==> config.mk <==
export PLATFORM = sky130hd
export DESIGN_NAME = l1a_cmd_decoder
export DESIGN_NICKNAME = d
export VERILOG_FILES = /design/src/rtl/l1a_cmd_decoder.sv
export SDC_FILE = /design/constraint.sdc
export NUM_CORES = 1
export LEC_CHECK = 0
export ABC_AREA = 0
export BUFFER_PORTS_ARGS = -buffer_cell sky130_fd_sc_hd__buf_2
export CORE_MARGIN = 8
export CORE_UTILIZATION = 55
export DETAILED_ROUTE_END_ITERATION = 8
export PLACE_DENSITY = 0.79
export SETUP_SLACK_MARGIN = 0.1
export SYNTH_ARGS = -nofsm -noshare
export SYNTH_HDL_FRONTEND = slang
export SYNTH_SLANG_ARGS = --single-unit
==> constraint.sdc <==
create_clock -name clk -period 2.8 [get_ports clk]
set_input_delay 0.14 -clock clk [delete_from_list [all_inputs] [get_ports clk]]
set_output_delay 0.14 -clock clk [all_outputs]
set_load 0.02 [all_outputs]
==> src/rtl/l1a_cmd_decoder.sv <==
// Serial trigger-command decoder: locks on idle zeros, frames start/command/parity
// bits and emits registered single-cycle command strobes plus frame/error counters.
module l1a_cmd_decoder #(
    parameter int CMD_BITS  = 3,
    parameter int IDLE_LOCK = 4,
    parameter int PARITY_EN = 1,
    parameter int MAX_ERR   = 4,
    parameter int CNT_W     = 16
) (
    input  logic                     clk,
    input  logic                     rst,
    input  logic                     in,
    output logic                     cmd_valid,
    output logic [CMD_BITS-1:0]      cmd_code,
    output logic [(2**CMD_BITS)-1:0] cmd_onehot,
    output logic                     L1A,
    output logic                     PS,
    output logic                     PL1A,
    output logic                     ALIGN,
    output logic                     DELTA,
    output logic                     RST,
    output logic                     locked,
    output logic                     parity_err,
    output logic [CNT_W-1:0]         frame_cnt,
    output logic [CNT_W-1:0]         err_cnt
);
    localparam int NCODE = 2**CMD_BITS;
    localparam int ZW    = $clog2(IDLE_LOCK + 1);
    localparam int BW    = $clog2(CMD_BITS);
    localparam int EW    = $clog2(MAX_ERR + 1);

    localparam logic [2:0] HUNT   = 3'd0;
    localparam logic [2:0] IDLE   = 3'd1;
    localparam logic [2:0] SHIFT  = 3'd2;
    localparam logic [2:0] PAR    = 3'd3;
    localparam logic [2:0] DECODE = 3'd4;

    logic [2:0]          state;
    logic                in_q;
    logic                in_vld;
    logic [CMD_BITS-1:0] shreg;
    logic                par_q;
    logic [ZW-1:0]       zcnt;
    logic [BW-1:0]       bcnt;
    logic [EW-1:0]       ecnt;
    logic                good;

    // Returns {L1A, PS, PL1A, ALIGN, DELTA, RST} for the low three code bits.
    function automatic logic [5:0] strobe_map(input logic [2:0] c);
        case (c)
            3'b000:  strobe_map = 6'b100000;
            3'b001:  strobe_map = 6'b000010;
            3'b010:  strobe_map = 6'b000100;
            3'b100:  strobe_map = 6'b110000;
            3'b110:  strobe_map = 6'b001000;
            3'b111:  strobe_map = 6'b000001;
            default: strobe_map = 6'b000000;
        endcase
    endfunction

    assign good = (PARITY_EN == 0) || !((^shreg) ^ par_q);

    // in_vld keeps the reset value of in_q from being counted as a line zero.
    always_ff @(posedge clk or posedge rst) begin
        if (rst) begin
            state      <= HUNT;
            in_q       <= 1'b0;
            in_vld     <= 1'b0;
            shreg      <= '0;
            par_q      <= 1'b0;
            zcnt       <= '0;
            bcnt       <= '0;
            ecnt       <= '0;
            cmd_valid  <= 1'b0;
            cmd_code   <= '0;
            cmd_onehot <= '0;
            {L1A, PS, PL1A, ALIGN, DELTA, RST} <= 6'b0;
            locked     <= 1'b0;
            parity_err <= 1'b0;
            frame_cnt  <= '0;
            err_cnt    <= '0;
        end else begin
            in_q       <= in;
            in_vld     <= 1'b1;
            cmd_valid  <= 1'b0;
            cmd_onehot <= '0;
            {L1A, PS, PL1A, ALIGN, DELTA, RST} <= 6'b0;
            parity_err <= 1'b0;
            if (in_vld) begin
                case (state)
                    HUNT: begin
                        if (in_q) begin
                            zcnt <= '0;
                        end else if (zcnt == ZW'(IDLE_LOCK - 1)) begin
                            zcnt   <= '0;
                            locked <= 1'b1;
                            state  <= IDLE;
                        end else begin
                            zcnt <= zcnt + 1'b1;
                        end
                    end
                    IDLE: begin
                        bcnt <= '0;
                        if (in_q) state <= SHIFT;
                    end
                    SHIFT: begin
                        shreg <= {shreg[CMD_BITS-2:0], in_q};
                        bcnt  <= bcnt + 1'b1;
                        if (bcnt == BW'(CMD_BITS - 1))
                            state <= (PARITY_EN != 0) ? PAR : DECODE;
                    end
                    PAR: begin
                        par_q <= in_q;
                        state <= DECODE;
                    end
                    DECODE: begin
                        // The line bit consumed here may already be the next start bit.
                        bcnt  <= '0;
                        state <= in_q ? SHIFT : IDLE;
                        if (good) begin
                            cmd_valid  <= 1'b1;
                            cmd_code   <= shreg;
                            cmd_onehot <= NCODE'(1) << shreg;
                            {L1A, PS, PL1A, ALIGN, DELTA, RST} <= strobe_map(shreg[2:0]);
                            frame_cnt  <= frame_cnt + 1'b1;
                            ecnt       <= '0;
                        end else begin
                            parity_err <= 1'b1;
                            if (err_cnt != '1) err_cnt <= err_cnt + 1'b1;
                            if (ecnt == EW'(MAX_ERR - 1)) begin
                                ecnt   <= '0;
                                zcnt   <= '0;
                                locked <= 1'b0;
                                state  <= HUNT;
                            end else begin
                                ecnt <= ecnt + 1'b1;
                            end
                        end
                    end
                    default: state <= HUNT;
                endcase
            end
        end
    end
endmodule

==> metrics.md <==
| Metric | Value |
|---|---|
| Dpl hpwl | ~4200 um |
| Detailed-route DRC error count | 0 |
| Post-synth cell types | 44 |
| Worst setup path end | err_cnt[11]$_DFFE_PP0P_ |
| Vias in the first global route | 2136 |
| Most frequent cell after synthesis | dfrtp_1 |
| # IOs | 55 |
| Worst hold path class | in2async |
| Clock sinks | 66 |
| Setup crit start kind | flip-flop |
| Initial Utilization | 56.0% |
| Pwr dens | 775 mW/mm2 |
| Register bit total from synthesis | between 60 and 70 |
| Asr flop ratio synth | between 90% and 100% |
| Crit path max-delay cell type | fa_1 |
| Status | completed |
| Final hold vios | 0 |
| Max VDD drop | ~0.73 mV |
| CTS max path bufs | 2 |
| Largest net degree at the start of global routing | between 40 and 50 |
| Total track usage | between 10% and 20% |
| Leakage power | about 0.0019 uW |
| Critical path arrival | approximately 2.7 ns |
| Largest stage delay on the critical path | a little under 0.6 ns |
| Synthesized netlist cell count | ~260 |
| Worst R2R Start | shreg[0]$_DFFE_PP0P_ |
| First drt pass iteration count | 4 |
| CTS tree | built |
| Clk slew on worst S/H paths | roughly 0.070 ns |
| Grt met3 use | about 5.1% |
| Post-synth EDFFs | 0 |
| Die Height | between 90 and 100 um |
| Root buf cell | clkbuf_8 |
| Area grow syn2layout | 18.2% |
| GR peak layer | met2 |
| M1 GR Usage | around 18% |
| Htree depth | 3 |
| Via Count | about 2100 |
| Worst Skew | 0.00959 ns |
| Unrepaired setup endpoints after global routing | no |
| Tmin final | about 2.4 ns |
| First-pass GRT wire length | between 9000 and 10000 um |
| Required @ worst endpoint | ~3 ns |
| Syn Std Cell Area | slightly above 0.003 mm2 |
| Syn_nets | between 200 and 300 |
| Synth Area per Inst | 11.6 um2 |
| IO buf count | 54 |
| Diodes inserted | 0 |
| Antenna Violating Nets Remaining | 0 |
| Max FO, Critical Path | 8 |
| Synth area leader | dfrtp_1 |
| Peak Freq | about 420 MHz |
| Reg2Reg Depth | 6 |
| Endpoint of the worst-slack reg-to-reg timing path | err_cnt[11]$_DFFE_PP0P_ |
| Core area | between 0.005 and 0.006 mm2 |
| Syn. warnings | 0 |
| Row count | 27 |
| Setup TNS | 0 ns |
| MaxCap Viol Count | 0 |
| Total CTS buffers | 9 |
| Endpoint type of the worst setup path | flip-flop |
| Share of cells above drive strength 1 | 26.8% |
| Crit. Startpoint | shreg[0]$_DFFE_PP0P_ |
| Post-synth top flop | dfrtp_1 |
| Setup CP Type | reg2reg |
| Die width | approximately 90 um |
| Grt total ovfl | 0 |
| Final setup viols | 0 |
| Critical Path, Cell by Cell | inv_1, fa_1, xnor2_4, nand3_4, nor4_1, xor2_1 |
| Ranking of synthesized cells by area | dfrtp_1 54%, xor2_1 5.2%, ha_1 3.7% |
| Synth top area share | a little over half |
| Vias per cell | 5.38 |
| Fin crit share | between 80 and 90% |
| Routed length per placed instance | roughly 14 um |
| 1st-iter DRT viols | 88 |
| Clock latency on the worst-skew pair | about 0.34 ns |
| Fin. max-slew vios | 0 |
| Flop2flop setup slack | 0.41 ns |
| Least-Margin Pin Slew | around 0.58 ns |
| Overall die area | around 0.0082 mm2 |
| Final net count | between 300 and 400 |
| Slew Limit Headroom | between 60% and 70% |
| Initial antenna violation count | 0 |
| Gpl congestion | just under 0.9 |
| GR met2 Demand/Resource | 22.3% |
| Placed cell area | roughly 0.0034 mm2 |
| Routed wire length | between 5000 and 6000 um |
| Post-route cell area | 0.00360 mm2 |
| Synth cell count leaders | 66 x dfrtp_1, 25 x nand2_1, 18 x xor2_1 |
| Sequential area share after synthesis | approximately 54% |
[logic make-up after synthesis]
family	share of synthesized area, %
AND/OR/NAND/NOR	21.4
flip-flops	54.3
XOR/XNOR	9.54
AO/OA/AOI/OAI	5.06
buffers and inverters	3.29
adder cells (fa/ha/maj)	4.36
multiplexers	1.97
other	0.123
[critical path, delay by kind of cell (launching register included)]
family | cells | cell delay, ns
xor+xnor | 2 | 0.59
fa+ha+maj | 1 | 0.58
buf+inv | 1 | 0.13
flops | 1 | 0.39
simple gates | 2 | 0.63
[registers in the layout, indices dropped and copies added, names as in the netlist, 2 cells and up]
| name | count |
|---|---|
| shreg | 3 |
| frame_cnt | 16 |
| cmd_code | 3 |
| err_cnt | 16 |
| state | 3 |
| ecnt | 3 |
| zcnt | 3 |
| cmd_onehot | 6 |
| bcnt | 2 |
[timing repair]
action / in CTS / in global routing
setup endpoints to repair: 0 / 0
hold buffers: 2 / 0
setup buffers: 0 / 0
gates resized for setup: 0 / 0
hold endpoints to repair: 24 / 0
[placed cells by master (no fill, tap or decap), types with 2 or more instances in the layout]
cell and instances:
dfrtp_1 66, buf_2 54, nand2_1 25, xor2_1 18
and3_1 14, nand4_1 13, xnor2_1 12, o21ai_0 12
clkbuf_8 11, nand3_1 10, inv_1 10, ha_1 9
nor3_1 8, nor4_1 7, nor2_1 7, nand2b_1 4
mux2_2 4, a31oi_1 3, nor4_4 2, nor4b_2 2
a32o_1 2, nor2b_1 2, bufinv_16 2, clkbuf_1 2
dlygate4sd3_1 2, buf_4 2
[metal layers]
metal  up-vias  wire [um]
met2        60       2700
met3        11        377
met5         -          0
met1      1030       2520
met4         0        134
li1       1033          -
[cell type report]
cell class	instances	area [um2]
Sequential cell	66	1650
Timing Repair Buffer	58	305
Multi-Input combinational cell	175	1290
Inverter	11	41.3
Clock inverter	2	60.1
Clock buffer	13	159
Fill cell	438	1840
Tap cell	72	90.1
[power breakdown]
part	leakage, uW	total (uW)	switching, uW	internal, uW
registers	0.000894	1210	142	1070
logic	0.000917	697	390	307
clock network	0.000110	879	333	546
[worst min-delay path by stage]
stage          startpoint                       end  cells past startpoint
5_1_grt               rst  frame_cnt[9]$_DFFE_PP0P_                      3
6_report              rst  frame_cnt[9]$_DFFE_PP0P_                      3
3_3_place_gp          rst  frame_cnt[9]$_DFFE_PP0P_                      2
2_1_floorplan          in            in_q$_DFF_PP0_                      0
4_1_cts               rst  frame_cnt[9]$_DFFE_PP0P_                      3
3_5_place_dp          rst  frame_cnt[9]$_DFFE_PP0P_                      2
[metrics by stage]
step	utilization, %	total power [uW]	setup slack (ns)	instances	hold slack (ns)
6_report	66.2	2790	0.406	397	0.353
5_1_grt	66.2	2950	0.261	397	0.411
4_1_cts	66.2	2820	0.452	397	0.367
3_5_place_dp	61.8	1930	0.457	380	0.175
3_3_place_gp	61.8	1910	0.542	380	0.172
2_1_floorplan	-	1790	0.668	262	0.171
Note: power is estimated with default switching activity, not from simulation.
